==> src/rtl/keccak_axis_tx.sv <==
// Streams a captured Keccak-f[1600] state as LANE_W-bit AXI4-Stream beats, lane 0 first.
// Optional feature: define KECCAK_TX_KEEP_EN to apply a latched TKEEP to the final beat.
module keccak_axis_tx #(
    parameter int LANES  = 25,
    parameter int LANE_W = 64
) (
    input  logic                     iSYS_CLK,
    input  logic                     iSYS_RST,
    input  logic [LANES*LANE_W-1:0]  iSTATE,
    input  logic                     iSTATE_VLD,
    input  logic [4:0]               iWORDS,
    input  logic [LANE_W/8-1:0]      iLAST_KEEP,
    output logic                     oSTATE_RDY,
    output logic                     oBUSY,
    output logic                     oDONE,
    output logic                     m_axis_tvalid,
    input  logic                     m_axis_tready,
    output logic [LANE_W-1:0]        m_axis_tdata,
    output logic [LANE_W/8-1:0]      m_axis_tkeep,
    output logic                     m_axis_tlast,
    output logic [1:0]               dbg_state
);

    localparam int SW = LANES * LANE_W;
    localparam int KW = LANE_W / 8;
    localparam logic [4:0] MAX_WORDS = 5'(LANES);

    typedef enum logic [1:0] {
        IDLE = 2'd0,
        SEND = 2'd1,
        FIN  = 2'd2
    } state_t;

    state_t          state_q, state_nx;
    logic [SW-1:0]   shreg_q;
    logic [4:0]      n_q;
    logic [4:0]      cnt_q;
    logic            last_q, last_nx;
    logic            capture, handshake;
    logic [4:0]      n_norm;
    logic            next_is_last;

    // Handshake: a beat transfers on a rising edge where tvalid && tready; tvalid
    // stays high with stable tdata/tkeep/tlast until that edge, and never depends on tready.
    assign n_norm       = (iWORDS == 5'd0 || iWORDS > MAX_WORDS) ? MAX_WORDS : iWORDS;
    assign next_is_last = ((cnt_q + 5'd1) == (n_q - 5'd1));

    always_comb begin
        state_nx  = state_q;
        last_nx   = last_q;
        capture   = 1'b0;
        handshake = 1'b0;
        unique case (state_q)
            IDLE: begin
                if (iSTATE_VLD) begin
                    capture  = 1'b1;
                    state_nx = SEND;
                    last_nx  = (n_norm == 5'd1);
                end
            end
            SEND: begin
                if (m_axis_tready) begin
                    handshake = 1'b1;
                    if (last_q) begin
                        state_nx = FIN;
                        last_nx  = 1'b0;
                    end else begin
                        last_nx = next_is_last;
                    end
                end
            end
            FIN:     state_nx = IDLE;
            default: state_nx = IDLE;
        endcase
    end

    always_ff @(posedge iSYS_CLK) begin
        if (iSYS_RST) begin
            state_q       <= IDLE;
            oSTATE_RDY    <= 1'b1;
            oBUSY         <= 1'b0;
            oDONE         <= 1'b0;
            m_axis_tvalid <= 1'b0;
            last_q        <= 1'b0;
            shreg_q       <= '0;
            n_q           <= MAX_WORDS;
            cnt_q         <= 5'd0;
        end else begin
            state_q       <= state_nx;
            oSTATE_RDY    <= (state_nx == IDLE);
            oBUSY         <= (state_nx == SEND);
            oDONE         <= (state_nx == FIN);
            m_axis_tvalid <= (state_nx == SEND);
            last_q        <= last_nx;
            if (capture) begin
                shreg_q <= iSTATE;
                n_q     <= n_norm;
                cnt_q   <= 5'd0;
            end else if (handshake) begin
                shreg_q <= {{LANE_W{1'b0}}, shreg_q[SW-1:LANE_W]};
                // The final beat leaves cnt at N-1 so it never wraps.
                if (!last_q) cnt_q <= cnt_q + 5'd1;
            end
        end
    end

    assign m_axis_tdata = shreg_q[LANE_W-1:0];
    assign m_axis_tlast = last_q;
    assign dbg_state    = state_q;

`ifdef KECCAK_TX_KEEP_EN
    logic [KW-1:0] keep_q, keep_nx, last_keep_q, keep_sel;

    assign keep_sel = (iLAST_KEEP == '0) ? {KW{1'b1}} : iLAST_KEEP;

    always_comb begin
        keep_nx = keep_q;
        if (capture)
            keep_nx = (n_norm == 5'd1) ? keep_sel : {KW{1'b1}};
        else if (handshake)
            keep_nx = (!last_q && next_is_last) ? last_keep_q : {KW{1'b1}};
    end

    always_ff @(posedge iSYS_CLK) begin
        if (iSYS_RST) begin
            keep_q      <= {KW{1'b1}};
            last_keep_q <= {KW{1'b1}};
        end else begin
            keep_q <= keep_nx;
            if (capture) last_keep_q <= keep_sel;
        end
    end

    assign m_axis_tkeep = keep_q;
`else
    logic unused_last_keep;
    assign unused_last_keep = ^iLAST_KEEP;
    assign m_axis_tkeep     = {KW{1'b1}};
`endif

endmodule

==> config.mk <==
export PLATFORM = sky130hd
export DESIGN_NAME = keccak_axis_tx
export DESIGN_NICKNAME = d
export VERILOG_FILES = /design/src/rtl/keccak_axis_tx.sv
export SDC_FILE = /design/constraint.sdc
export NUM_CORES = 2
export LEC_CHECK = 0
export ABC_AREA = 1
export BUFFER_PORTS_ARGS = -buffer_cell sky130_fd_sc_hd__buf_2
export CAP_MARGIN = 30
export CELL_PAD_IN_SITES_DETAIL_PLACEMENT = 1
export CELL_PAD_IN_SITES_GLOBAL_PLACEMENT = 1
export CORE_AREA = 4 4 665 667
export CTS_CLUSTER_SIZE = 30
export DETAILED_ROUTE_END_ITERATION = 10
export DIE_AREA = 0 0 669 671
export PLACE_DENSITY = 0.5
export SLEW_MARGIN = 20
export SYNTH_ARGS = -nofsm -noshare
export SYNTH_HDL_FRONTEND = slang
export SYNTH_SLANG_ARGS = --single-unit
==> constraint.sdc <==
create_clock -name iSYS_CLK -period 1.4 [get_ports iSYS_CLK]
set_input_delay 0.07 -clock iSYS_CLK [delete_from_list [all_inputs] [get_ports iSYS_CLK]]
set_output_delay 0.07 -clock iSYS_CLK [all_outputs]
set_load 0.01 [all_outputs]
* Word level (Yosys, flattened, before mapping)
Index checks and enable logic that the tools add are counted.
Operators by class: equality and inequality tests 7, add/sub/neg operators 2, bitwise logic cells 1, reductions and logical operators 9, mux-type cells 15, $lt $le $gt $ge 1
Operators with widths (number):
- $mux W1600 | 2
- $mux W1 | 7
- $mux W2 | 3
- $add A5 B1 Y5 const B | 1
- $eq A5 B1 Y1 const B | 1
- $eq A5 B5 Y1 | 1
- $gt A5 B5 Y1 const B | 1
- $logic_not A5 Y1 | 1
- $mux W5 | 1
- $sub A5 B1 Y5 const B | 1
- $eq A2 B1 Y1 const B | 2
- $logic_not A2 Y1 | 2
- $ne A2 B2 Y1 const B | 2
- $pmux W2 S2 | 1
- $reduce_bool A2 Y1 | 2
- $reduce_and A3 Y1 | 1
- $eq A2 B2 Y1 const B | 1
- $pmux W1 S2 | 1
- $reduce_and A2 Y1 | 1
- $reduce_or A2 Y1 | 1
- $logic_or A1 B1 Y1 | 1
- $not A1 Y1 | 1
Word-level totals: flip-flop bits (word level) 1616, logic and storage cells 43

* Longest topological paths before layout
word-level depth 6, mapped depth 12, depth with buffers taken out 12

* Worst setup path after synthesis
Ideal clock, no wire load.
path type flip-flop to flip-flop, start reg state_q[0] (netlist: dbg_state[0]), end reg shreg_q[1536], path buffers 3, slack -166 ps, data required time 1283 ps, stages on the path, launching flop included 10, setup time 117 ps, arrival 1449 ps, path through dfxtp_1 -> inv_1 -> nor2_2 -> nand2_2 -> nand2_4 -> inv_2 -> buf_6 -> buf_6 -> buf_2 -> a32o_1
On the way: word-level cells in the longest chain between the ends 3, elaborated cells between the ends (all ways) 6, classes of those cells eq/ne (1); mux (3); reduce/logical (2)
RTL lines:
- start: declaration | RTL line 34 | state_t state_q, state_nx;
- start signal: assignment | RTL line 89 | state_q <= state_nx;
- $eq A2 B1 Y1 or $logic_not A2 Y1 (tied branches) | RTL line 53 | unique case (state_q)
- $mux W1 | RTL line 53
- $reduce_bool A2 Y1 (no line) or $mux W1600 (tied branches)
- end signal: assignment | RTL line 96 | shreg_q <= iSTATE;
- end signal: assignment | RTL line 100 | shreg_q <= {{LANE_W{1'b0}}, shreg_q[SW-1:LANE_W]};
- end: declaration | RTL line 35 | logic [SW-1:0] shreg_q;
Several ways; a longest one is shown, not always the timed one. A chain may end at the register's enable or synchronous reset.

* Final worst setup path
start reg state_q[1] (netlist: dbg_state[1]), end reg shreg_q[618]
The elaborated chain is that of the path after synthesis.

==> summary.txt <==
Outcome
  • Status: complete, but fails checks
  • Failing checks: negative setup slack

Worst setup path
  • R2R Setup Slk: -0.90 ns
  • Setup crit start kind: flop
  • Crit path buffers/inverters: 6
  • Worst setup EP type: flop
  • RR Endpoint: shreg_q[618]$_SDFFE_PP0P_
  • Crit-path slowest cell: nand2_1
  • Most frequent CP cell: buf_16
  • CP required: 2.13 ns
  • CP arrival: 3.03 ns
  • Worst-path maximum fanout: 8
  • Slowest stage delay, CP: 0.52 ns
  • CP cell instances: nor2_4 > nand2_8 > clkinv_16 > buf_16 > buf_16 > buf_8 > buf_12 > clkbuf_16 > nand2_1 > a21oi_1
  • CP delay by family, top: buffers and inverters
  • Worst reg2reg path depth: 10
  • CP Class: reg2reg
  • Worst r2r src: dbg_state[1]$_SDFF_PP0_

Layout
  • Final core utilization: 0.288
  • Nets: 15.8k
  • Layout cells sized above 1: 0.209
  • P&R area growth vs syn: 83.2%
  • Commonest non-fill, non-tap cell in the layout: dlygate4sd3_1
  • Most frequent cells in the layout: dlygate4sd3_1, o21ai_0, buf_2, dfxtp_1, nand2_1
  • Post-route insts no fill: 20.3k
  • Final Cell Area: 0.126 mm^2

Detailed routing
  • Antenna viol nets, final: 0
  • First-pass detailed-route iteration total: 6
  • Via density: 4.50
  • DRC Markers: 0
  • Met1 WL: 204000 um
  • Initial DRC Count: 6025
  • Wire length on met3: 30500 um
  • Max Used Layer: met5
  • Vias: 91.4k
  • Final wirelength: 518000 um
  • Routed wire per std cell: 25.5 um
  • Met2 wire len: 244000 um

Logic synthesis
  • Post-synth top area share: 0.472
  • Syn Area/Cell: 7.16 um^2
  • Synth area leader: dfxtp_1
  • Post-Syn Area: 0.0685 mm^2
  • Flops & latches, synth: 1616
  • Sequential share of the synthesized area: 0.472
  • Area contributors post-synth: dfxtp_1, o21ai_0, a21oi_1
  • Yosys cell types: 28
  • Syn. warnings: 0
  • Post-Synthesis Cells: 9575

CTS
  • CTS tree: built
  • CTS Hold Bufs: 2755
  • Clock transition at path regs: 0.06 ns
  • Root Driver: clkbuf_16
  • Maximum clock path buffer count: 4
  • # clock sinks: 1616
  • Clk Latency, worst-skew pair: 0.89 ns
  • TritonCTS buffer count: 211
  • Clock H-tree levels: 4

GRT
  • Initial antenna violation count: 330
  • GRT Resource Usage Total: 0.216
  • Number of global-route vias before repair: 96.7k
  • GRT Residual Overflow: 0
  • Largest net degree at the start of global routing: 106
  • First-pass GRT wire length: 708000 um

Pwr
  • Sw Share: 0.322
  • Sequential power share: 0.368
  • Clock group share of total power: 0.388
  • PD cells: 1170 mW/mm^2
  • Comb pwr share: 0.244
  • Leakage power: 50.4 nW
  • Net switching power: 0.0473 W
  • Worst VDD drop: 1.00 mV
  • Internal: 0.0998 W

Die
  • Initial Util: 0.157
  • Die width: 669 um
  • Die area: 0.449 mm^2
  • Core area: 0.437 mm^2
  • Die height: 671 um
  • Site row count: 243
  • Io pins: 1696

Place
  • HPWL after DPL: 357000 um
  • Port buffer count: 1679
  • GPL Wtd Cong: 0.863
  • Cells after DPL: 16.9k
  • Area after DPL: 0.0879 mm^2
  • Post-Place Setup Slack: -0.998 ns

Timing
  • Final Hold Viols: 0
  • Fin crit share: 1.65
  • RSZ-0062 raised after global routing: true
  • Setup violators final: 1687
  • Slew headroom: 0.426
  • Slew @ Worst Pin: 0.852 ns
  • Final clock skew: 0.0633 ns
  • Min cycle time layout: 2.30 ns
  • Pins Over Slew Limit: 0
  • Setup TNS: -815.86 ns
  • Final worst slack: -0.903 ns
  • F_max: 0.434 GHz

Min path
  • Hold EP: shreg_q[1461]$_SDFFE_PP0P_
  • Worst hold start: iSTATE_VLD
  • HP Class: in2reg
  • Worst hold stages: 7

Flow run
  • Max-Cap Viols: 0
-- worst reg2reg max path, cell delays in order (launching register included) --
cell and delay, ns:
dfxtp_2 0.36, nor2_4 0.07, nand2_8 0.11, clkinv_16 0.12, buf_16 0.20, buf_16 0.16, buf_8 0.15, buf_12 0.13
clkbuf_16 0.16, nand2_1 0.52, a21oi_1 0.17
-- metrics by stage --
| step | hold WS [ns] | total power (W) |
|---|---|---|
| floorplan | 0.176 | 0.0662 |
| global route | -0.0199 | 0.153 |
| global placement | 0.322 | 0.0814 |
| detailed placement | 0.325 | 0.0816 |
| CTS | -0.152 | 0.147 |
| finish | 0.0209 | 0.147 |
-- cell usage after synthesis, drive strengths merged --
library cell	instances
conb	1
nand4	2
ha	2
a211oi	61
a32oi	2
nand3	7
a221oi	12
a21oi	1529
nor3	3
a32o	1
o21ai	2407
dfxtp	1616
nor2	1307
buf	381
clkbuf	565
o21bai	38
o31ai	1
a31oi	6
inv	37
nand2	1597
-- power groups by stage --
stage                     Combinational [W]  Clock [W]  Sequential (W)
after CTS                            0.0341     0.0585          0.0540
final                                0.0359     0.0571          0.0541
after floorplan                      0.0132          0          0.0530
after global placement               0.0265          0          0.0549
after detailed placement             0.0267          0          0.0549
after global routing                 0.0388     0.0602          0.0545
-- sequential cells by signal, summed over array words and instances (netlist names) --
name and flops:
oDONE 1, m_axis_tlast 1, cnt_q 5, dbg_state 2, oSTATE_RDY 1, m_axis_tvalid 1
n_q 5, shreg_q 1600
-- cells by family (layout without fill, tap and decap cells) --
group / after synthesis / in the layout / share of synthesized area
AO/OA/AOI/OAI: 4057 / 4057 / 0.302
adder cells (fa/ha/maj): 2 / 2 / 0.000365
buffers and inverters: 983 / 5714 / 0.0652
flip-flops: 1616 / 1616 / 0.472
other: 1 / 271 / 0.0000547
AND/OR/NAND/NOR: 2916 / 2916 / 0.160
-- how the worst max path moves through the flow --
| stage | cells after the start | from | endpoint |
|---|---|---|---|
| 2_1_floorplan | 9 | dbg_state[0]$_SDFF_PP0_ | shreg_q[1536]$_SDFFE_PP0P_ |
| 3_3_place_gp | 12 | dbg_state[0]$_SDFF_PP0_ | shreg_q[20]$_SDFFE_PP0P_ |
| 3_5_place_dp | 12 | dbg_state[0]$_SDFF_PP0_ | shreg_q[20]$_SDFFE_PP0P_ |
| 4_1_cts | 11 | dbg_state[0]$_SDFF_PP0_ | shreg_q[353]$_SDFFE_PP0P_ |
| 5_1_grt | 10 | dbg_state[1]$_SDFF_PP0_ | shreg_q[615]$_SDFFE_PP0P_ |
| 6_report | 10 | dbg_state[1]$_SDFF_PP0_ | shreg_q[618]$_SDFFE_PP0P_ |
-- timing repair --
| action | in CTS | in global routing |
|---|---|---|
| pin swaps | 3 | 8 |
| buffers inserted | 10 | 25 |
| endpoints found under the setup margin | 1687 | 1687 |
| cloned | 16 | 23 |
| resized for setup | 114 | 216 |
| hold endpoints to repair | 1616 | 3 |
-- cell type report --
cell class / instances / area [um^2]
clock buffer: 320 / 6330
timing repair buffer: 5296 / 45800
tap: 5757 / 7200
inverter: 37 / 189
fill: 52400 / 311000
sequential: 1616 / 32400
clock inverter: 61 / 756
antenna: 263 / 658
multi-input combinational: 6983 / 32200
-- layer usage --
metal,vias to the layer above,global-route usage
met5,-,0
met3,1645,0.0439
met4,98,0.139
met2,3555,0.365
met1,44300,0.246
li1,41900,-
(Power assumes the default switching activity.)
